[src/rtl/bounce_counter.sv]
// Programmable sweep generator: walks x between lo and hi by step in triangle,
// sawtooth-up, sawtooth-down or hold mode, with a one-cycle turn/wrap pulse.
module bounce_counter #(
  parameter int W = 8
) (
  input  logic         ck,
  input  logic         rst,
  input  logic         en,
  input  logic [1:0]   mode,
  input  logic         dwell,
  input  logic [W-1:0] lo,
  input  logic [W-1:0] hi,
  input  logic [W-1:0] step,
  output logic [W-1:0] x,
  output logic         dir,
  output logic         turn
);

  typedef enum logic [1:0] {
    MODE_TRI    = 2'd0,
    MODE_SAW_UP = 2'd1,
    MODE_SAW_DN = 2'd2,
    MODE_HOLD   = 2'd3
  } mode_e;

  mode_e          mode_s;
  logic [W-1:0]   x_q, x_d;
  logic           dir_q, dir_d;
  logic           turn_q, turn_d;

  logic [W:0]     x_up_sum, lo_up_sum;
  logic [W:0]     x_dn_diff, hi_dn_diff;
  logic [W-1:0]   x_up, lo_up, x_dn, hi_dn;

  assign mode_s = mode_e'(mode);

  // Sums/differences carry one extra bit so overflow and borrow are visible
  // and the result can be clamped to the range instead of wrapping.
  assign x_up_sum   = {1'b0, x_q} + {1'b0, step};
  assign lo_up_sum  = {1'b0, lo}  + {1'b0, step};
  assign x_dn_diff  = {1'b0, x_q} - {1'b0, step};
  assign hi_dn_diff = {1'b0, hi}  - {1'b0, step};

  assign x_up  = (x_up_sum  > {1'b0, hi}) ? hi : x_up_sum[W-1:0];
  assign lo_up = (lo_up_sum > {1'b0, hi}) ? hi : lo_up_sum[W-1:0];
  assign x_dn  = (x_dn_diff[W]  || (x_dn_diff[W-1:0]  < lo)) ? lo : x_dn_diff[W-1:0];
  assign hi_dn = (hi_dn_diff[W] || (hi_dn_diff[W-1:0] < lo)) ? lo : hi_dn_diff[W-1:0];

  always_comb begin
    x_d    = x_q;
    dir_d  = dir_q;
    turn_d = 1'b0;
    if (!en) begin
      x_d = x_q;
    end else if (lo >= hi) begin
      x_d   = lo;
      dir_d = 1'b1;
    end else if (x_q > hi) begin
      x_d = hi;
    end else if (x_q < lo) begin
      x_d = lo;
    end else begin
      case (mode_s)
        MODE_TRI: begin
          if (dir_q) begin
            if (x_q == hi) begin
              x_d    = dwell ? x_q : hi_dn;
              dir_d  = 1'b0;
              turn_d = 1'b1;
            end else begin
              x_d = x_up;
            end
          end else begin
            if (x_q == lo) begin
              x_d    = dwell ? x_q : lo_up;
              dir_d  = 1'b1;
              turn_d = 1'b1;
            end else begin
              x_d = x_dn;
            end
          end
        end
        MODE_SAW_UP: begin
          dir_d = 1'b1;
          if (x_q == hi) begin
            x_d    = lo;
            turn_d = 1'b1;
          end else begin
            x_d = x_up;
          end
        end
        MODE_SAW_DN: begin
          dir_d = 1'b0;
          if (x_q == lo) begin
            x_d    = hi;
            turn_d = 1'b1;
          end else begin
            x_d = x_dn;
          end
        end
        default: begin
          x_d = x_q;
        end
      endcase
    end
  end

  always_ff @(posedge ck or negedge rst) begin
    if (!rst) begin
      x_q    <= '0;
      dir_q  <= 1'b1;
      turn_q <= 1'b0;
    end else begin
      x_q    <= x_d;
      dir_q  <= dir_d;
      turn_q <= turn_d;
    end
  end

  assign x    = x_q;
  assign dir  = dir_q;
  assign turn = turn_q;

endmodule

[config.mk]
export PLATFORM = sky130hd
export DESIGN_NAME = bounce_counter
export DESIGN_NICKNAME = d
export VERILOG_FILES = /design/src/rtl/bounce_counter.sv
export SDC_FILE = /design/constraint.sdc
export NUM_CORES = 1
export LEC_CHECK = 0
export ABC_CLOCK_PERIOD_IN_PS = 4600
export BUFFER_PORTS_ARGS = -buffer_cell sky130_fd_sc_hd__buf_2
export CELL_PAD_IN_SITES_DETAIL_PLACEMENT = 0
export CELL_PAD_IN_SITES_GLOBAL_PLACEMENT = 2
export CORE_MARGIN = 1
export CORE_UTILIZATION = 35
export CTS_CLUSTER_DIAMETER = 30
export CTS_CLUSTER_SIZE = 10
export DETAILED_ROUTE_END_ITERATION = 12
export HOLD_SLACK_MARGIN = 0.12
export PLACE_DENSITY = 0.83
export SETUP_SLACK_MARGIN = 0.02
export SYNTH_ARGS = -nofsm -noshare
export SYNTH_HDL_FRONTEND = slang
export SYNTH_SLANG_ARGS = --single-unit
[constraint.sdc]
create_clock -name ck -period 4.6 [get_ports ck]
set_input_delay 1.38 -clock ck [delete_from_list [all_inputs] [get_ports ck]]
set_output_delay 1.38 -clock ck [all_outputs]
set_load 0.1 [all_outputs]
Yosys cells after proc, flatten, opt, wreduce, memory -nomap -nowiden. Cells that the tools add are included.

$add $sub $neg: 4. Magnitude comparators: 7. Equality and inequality tests: 8. Multiplexer cells: 29. Reduce and logical (&&, ||, !) cells: 7.

Operator list (count): $mux W8 (14); $lt A8 B8 Y1 (3); $pmux W8 S3 (1); $add A8 B8 Y9 (2); $gt A9 B8 Y1 (2); $sub A8 B8 Y9 (2); $eq A8 B8 Y1 (2); $ne A7 B7 Y1 const B (2); $mux W1 (12); $ge A8 B8 Y1 (1); $gt A8 B8 Y1 (1); $reduce_and A4 Y1 (2); $pmux W1 S3 (2); $reduce_bool A6 Y1 (1); $ne A2 B2 Y1 const B (2); $reduce_bool A4 Y1 (1); $eq A2 B1 Y1 const B (1); $eq A2 B2 Y1 const B (1); $logic_not A2 Y1 (1); $logic_or A1 B1 Y1 (2).

Bits in registers: 10. Input port bits: 30. Output and inout bits: 10. Word-level logic and storage cells: 58.

Longest topological paths before layout.
Depth in word-level cells: 11. Mapped depth: 18. Gate-level depth less buffers: 17.

Worst setup path before layout. Ideal clock, no wire load.

Kind: in2reg. From: in step[2]. To: reg x_q[7] (netlist: x[7]). Library setup time: 0.128 ns. Data arrival time: 4.586 ns. Required time: 4.472 ns. Setup slack: -0.113 ns. Stages on the path: 18. Buffers on the path: 2. Path through: inv_1 -> ha_1 -> buf_2 -> nand2b_1 -> a211oi_1 -> nor2_1 -> o21bai_1 -> xnor2_1 -> ha_1 -> and3_1 -> or3b_1 -> o211ai_1 -> and2_4 -> buf_6 -> mux2_2 -> a22oi_1 -> and4_1 -> a21oi_1.

Word-level cells in the longest chain between the ends: 11. Elaborated cells on any way between the ends: 25. Those cells by class: add/sub: 4; order compare: 4; mux: 15; reduce/logical: 2.

Ends and longest elaborated chain: start: declaration (line 13) `input logic [W-1:0] step,`; $sub A8 B8 Y9 (line 42) `assign hi_dn_diff = {1'b0, hi} - {1'b0, step};`; $lt A8 B8 Y1 (line 47) `assign hi_dn = (hi_dn_diff[W] || (hi_dn_diff[W-1:0] < lo)) ? lo : hi_dn_diff[W-1:0];`; $logic_or A1 B1 Y1 (line 47); $mux W8 (line 47); $mux W8 (line 67) `x_d = dwell ? x_q : hi_dn;`; $mux W8 (line 66) `if (x_q == hi) begin`; $mux W8 (line 65) `if (dir_q) begin`; $pmux W8 S3 (*) (line 63) `case (mode_s)`; $mux W8 (*) (line 60) `end else if (x_q < lo) begin`; $mux W8 (*) (line 58) `end else if (x_q > hi) begin`; $mux W8 (*) (line 55) `end else if (lo >= hi) begin`; end signal: assignment (line 110) `x_q <= '0;`; end signal: assignment (line 114) `x_q <= x_d;`; end: declaration (line 27) `logic [W-1:0] x_q, x_d;`.

Mark *: on every way between the ends. The rest lies on a longest branch, timed or not. The select of a mux whose other input is x is not followed. A chain may end at the register's enable or synchronous reset.

Final worst setup path.
From: in step[1]. To: reg x_q[2] (netlist: x[2]).

The elaborated chain is that of the path after synthesis.

==> metrics.txt <==
skew final=3.97 ps; clock network power share=0.042; Layout Nets=814; post-route ant nets=0; Main synth FF type=dfrtp_1; layout cells sized above 1=0.395; Synthesized Nets=660; Area Overhead vs Synth=44.1%; CTS clk-pin slew, worst paths=50 ps; CTS Buf Count=3; H-tree Lvls=1; Data arrival, critical path=4760 ps; number of global-route vias before repair=5051; kind of critical path=in -> reg; initial antenna violation count=0; Worst-Skew Late Latency=250 ps; Finished Layout Cells=832; worst min-delay path class=reg -> reg; Reg area=251 sq um; Least-Margin Pin Slew=789 ps; clock sinks=10; Post-DP HPWL=16100 um; largest net degree at the start of global routing=16; Worst EP required=4760 ps; First DRT Iteration DRCs=452; EDFF count, synth=0; final worst-path cycle share=1.00; failing checks=design-rule violations; Port-buffer cells=39; Cells after Synth=536; setup violators final=0; relative slew slack=0.470; Vias=5052; DRC viols=3; 1st-pass router iterations=9; die height=112 um; ant diodes=0; Syn Std Cell Area=0.00421 sq mm; first-pass GRT wire length=29100 um; IO Pins=40; sw frac=0.529; Placer Congestion=0.987; # hold bufs at CTS=0; Routed WL=19600 um; Vias/cell=6.07; Synth Register Bits=10; Layout fillers=1161; Pwr Density=668 mW/mm^2; Die Area=0.0125 sq mm; Power Total=4.05 mW; Peak Freq=217 MHz; Critical Path Source Type=input port; CTS tree=yes; post-route setup slack=0.338 ps; RSZ-0062 raised after global routing=true; Final Max Tran Viols=0; Seq/Total Area, Yosys=0.0597; Sw Pwr=2.14 mW; synth warn=0; status=finished, violations left; num rows=39; fin crit period=4600 ps; Int Pwr=1.91 mW; CP endpoint kind=flop; Place WS=-392 ps; syn avg cell area=7.86 sq um; Initial Utilization=0.364; clk root buf=clkbuf_16; Post-synth ARST share=1.00; final hold violation count=0; Leak=2.80 nW; CP max FO=5; Worst VDD drop=0.419 mV; multi-input logic area=0.00420 sq mm; WHS=686 ps; # placed instances=817; Die X=112 um; core area=0.0116 sq mm; Clock Path Buffers=2; logic gate share of total power=0.897; Final Cell Area=0.00607 sq mm; WL/cell=23.5 um; GRT Total Usage=0.308; post-synthesis cell type count=78; Max-cap violations=0; placed instance area=0.00538 sq mm; grt total ovfl=0; Seq pwr share=0.061
-- registers in the layout (all words and copies together) (netlist names) --
register / count
dir: 1
x: 8
turn: 1
-- final cells by class --
class | count | share of cell area
Multi-Input combinational cell | 469 | 0.691
Timing Repair Buffer | 166 | 0.198
Sequential cell | 10 | 0.0414
Tap cell | 143 | 0.0295
Inverter | 40 | 0.0264
Clock buffer | 4 | 0.0130
-- power by group through the flow --
stage          registers, mW  clock network (mW)  logic, mW
3_5_place_dp           0.232                   0       3.08
6_report               0.246               0.170       3.64
3_3_place_gp           0.232                   0       3.04
4_1_cts                0.235               0.170       3.24
5_1_grt                0.248               0.173       3.88
2_1_floorplan          0.464                   0       1.69
-- metal layers --
metal | up-vias | global-route usage | routed length [um]
met4 | 0 | 0.159 | 1050
met3 | 65 | 0.0261 | 1250
met5 | - | 0 | 0
met2 | 254 | 0.499 | 8760
met1 | 2368 | 0.407 | 8490
li1 | 2365 | - | -
-- layout by cell type, fill, tap and decap left out, types with 6 or more instances in the layout --
cell,count
o21ai_1,6
o211ai_1,13
a31oi_1,6
nand3_1,13
xnor2_2,7
o21ai_0,20
o21a_1,7
inv_1,35
xor2_1,6
buf_6,8
a22oi_1,8
buf_2,37
nand4_1,12
a21oi_1,28
buf_4,119
mux2i_1,14
nor2_1,26
ha_4,10
nor3_1,7
nor2b_1,8
nand2_1,34
and2_1,8
ha_1,77
dfrtp_1,9
-- path summary, 6_finish.rpt --
path | from | end | slack, ps | depth (start not counted)
worst max-delay path | step[1] | x[2] | 0.3 | 19
worst min-delay path | dir | dir | 690 | 2
worst max register to register | x[5] | x[4] | 620 | 14
worst min register to register | dir | dir | 690 | 2
max in group asynchronous | rst | dir | 3310 | 1
min in group asynchronous | rst | x[7] | 1010 | 1
-- critical path, stage by stage --
cell	delay, ps
buf_8	90
inv_8	40
buf_6	100
ha_4	210
nor2b_4	120
o31a_1	320
o31a_1	330
o22ai_2	190
xnor2_2	110
ha_1	320
and4_1	220
o21ai_2	70
a21oi_2	120
a2bb2oi_2	190
buf_6	150
mux2i_4	70
mux2_4	270
a211o_1	300
a22oi_2	150
-- synth_stat cells (all sizes together) (6+ instances only) --
| cell | count | area, sq um |
|---|---|---|
| nor2 | 31 | 116 |
| a211oi | 9 | 67.6 |
| nor2b | 12 | 75.1 |
| inv | 40 | 150 |
| nand3 | 13 | 65.1 |
| nand4 | 12 | 75.1 |
| xnor2 | 12 | 105 |
| o21ai | 31 | 163 |
| dfrtp | 9 | 225 |
| and2 | 10 | 67.6 |
| buf | 10 | 75.1 |
| a21o | 8 | 63.8 |
| mux2i | 18 | 180 |
| ha | 90 | 1130 |
| clkbuf | 7 | 26.3 |
| a31oi | 7 | 43.8 |
| nand2 | 37 | 139 |
| nor3 | 8 | 40.0 |
| o22ai | 7 | 43.8 |
| a22oi | 11 | 87.6 |
| o21a | 7 | 52.6 |
| xor2 | 6 | 52.6 |
| a21oi | 34 | 170 |
| o211ai | 13 | 97.6 |
-- metrics by stage --
| step | setup TNS (ps) | utilization |
|---|---|---|
| 3_3_place_gp | -2160 | 0.465 |
| 2_1_floorplan | 0 | - |
| 5_1_grt | -244 | 0.525 |
| 3_5_place_dp | -2560 | 0.465 |
| 6_report | 0 | 0.525 |
| 4_1_cts | -17.5 | 0.484 |
-- logic make-up after synthesis --
kind of cell / after synthesis / share of synthesized area
muxes: 22 / 0.0535
AOI/OAI and AO/OA: 184 / 0.319
DFF: 10 / 0.0597
xor gates and xnor gates: 18 / 0.0374
and+or+nand+nor: 151 / 0.184
buffers and inverters: 57 / 0.0597
adders and majority gates: 94 / 0.286
-- what timing repair did --
action	CTS	global route
setup endpoints to repair	8	8
resized for setup	24	92
endpoints found under the hold margin	0	0
setup buffers	3	7
pin swaps	4	53
gates cloned	0	1
No activity file was read; power rests on OpenSTA's default activity.
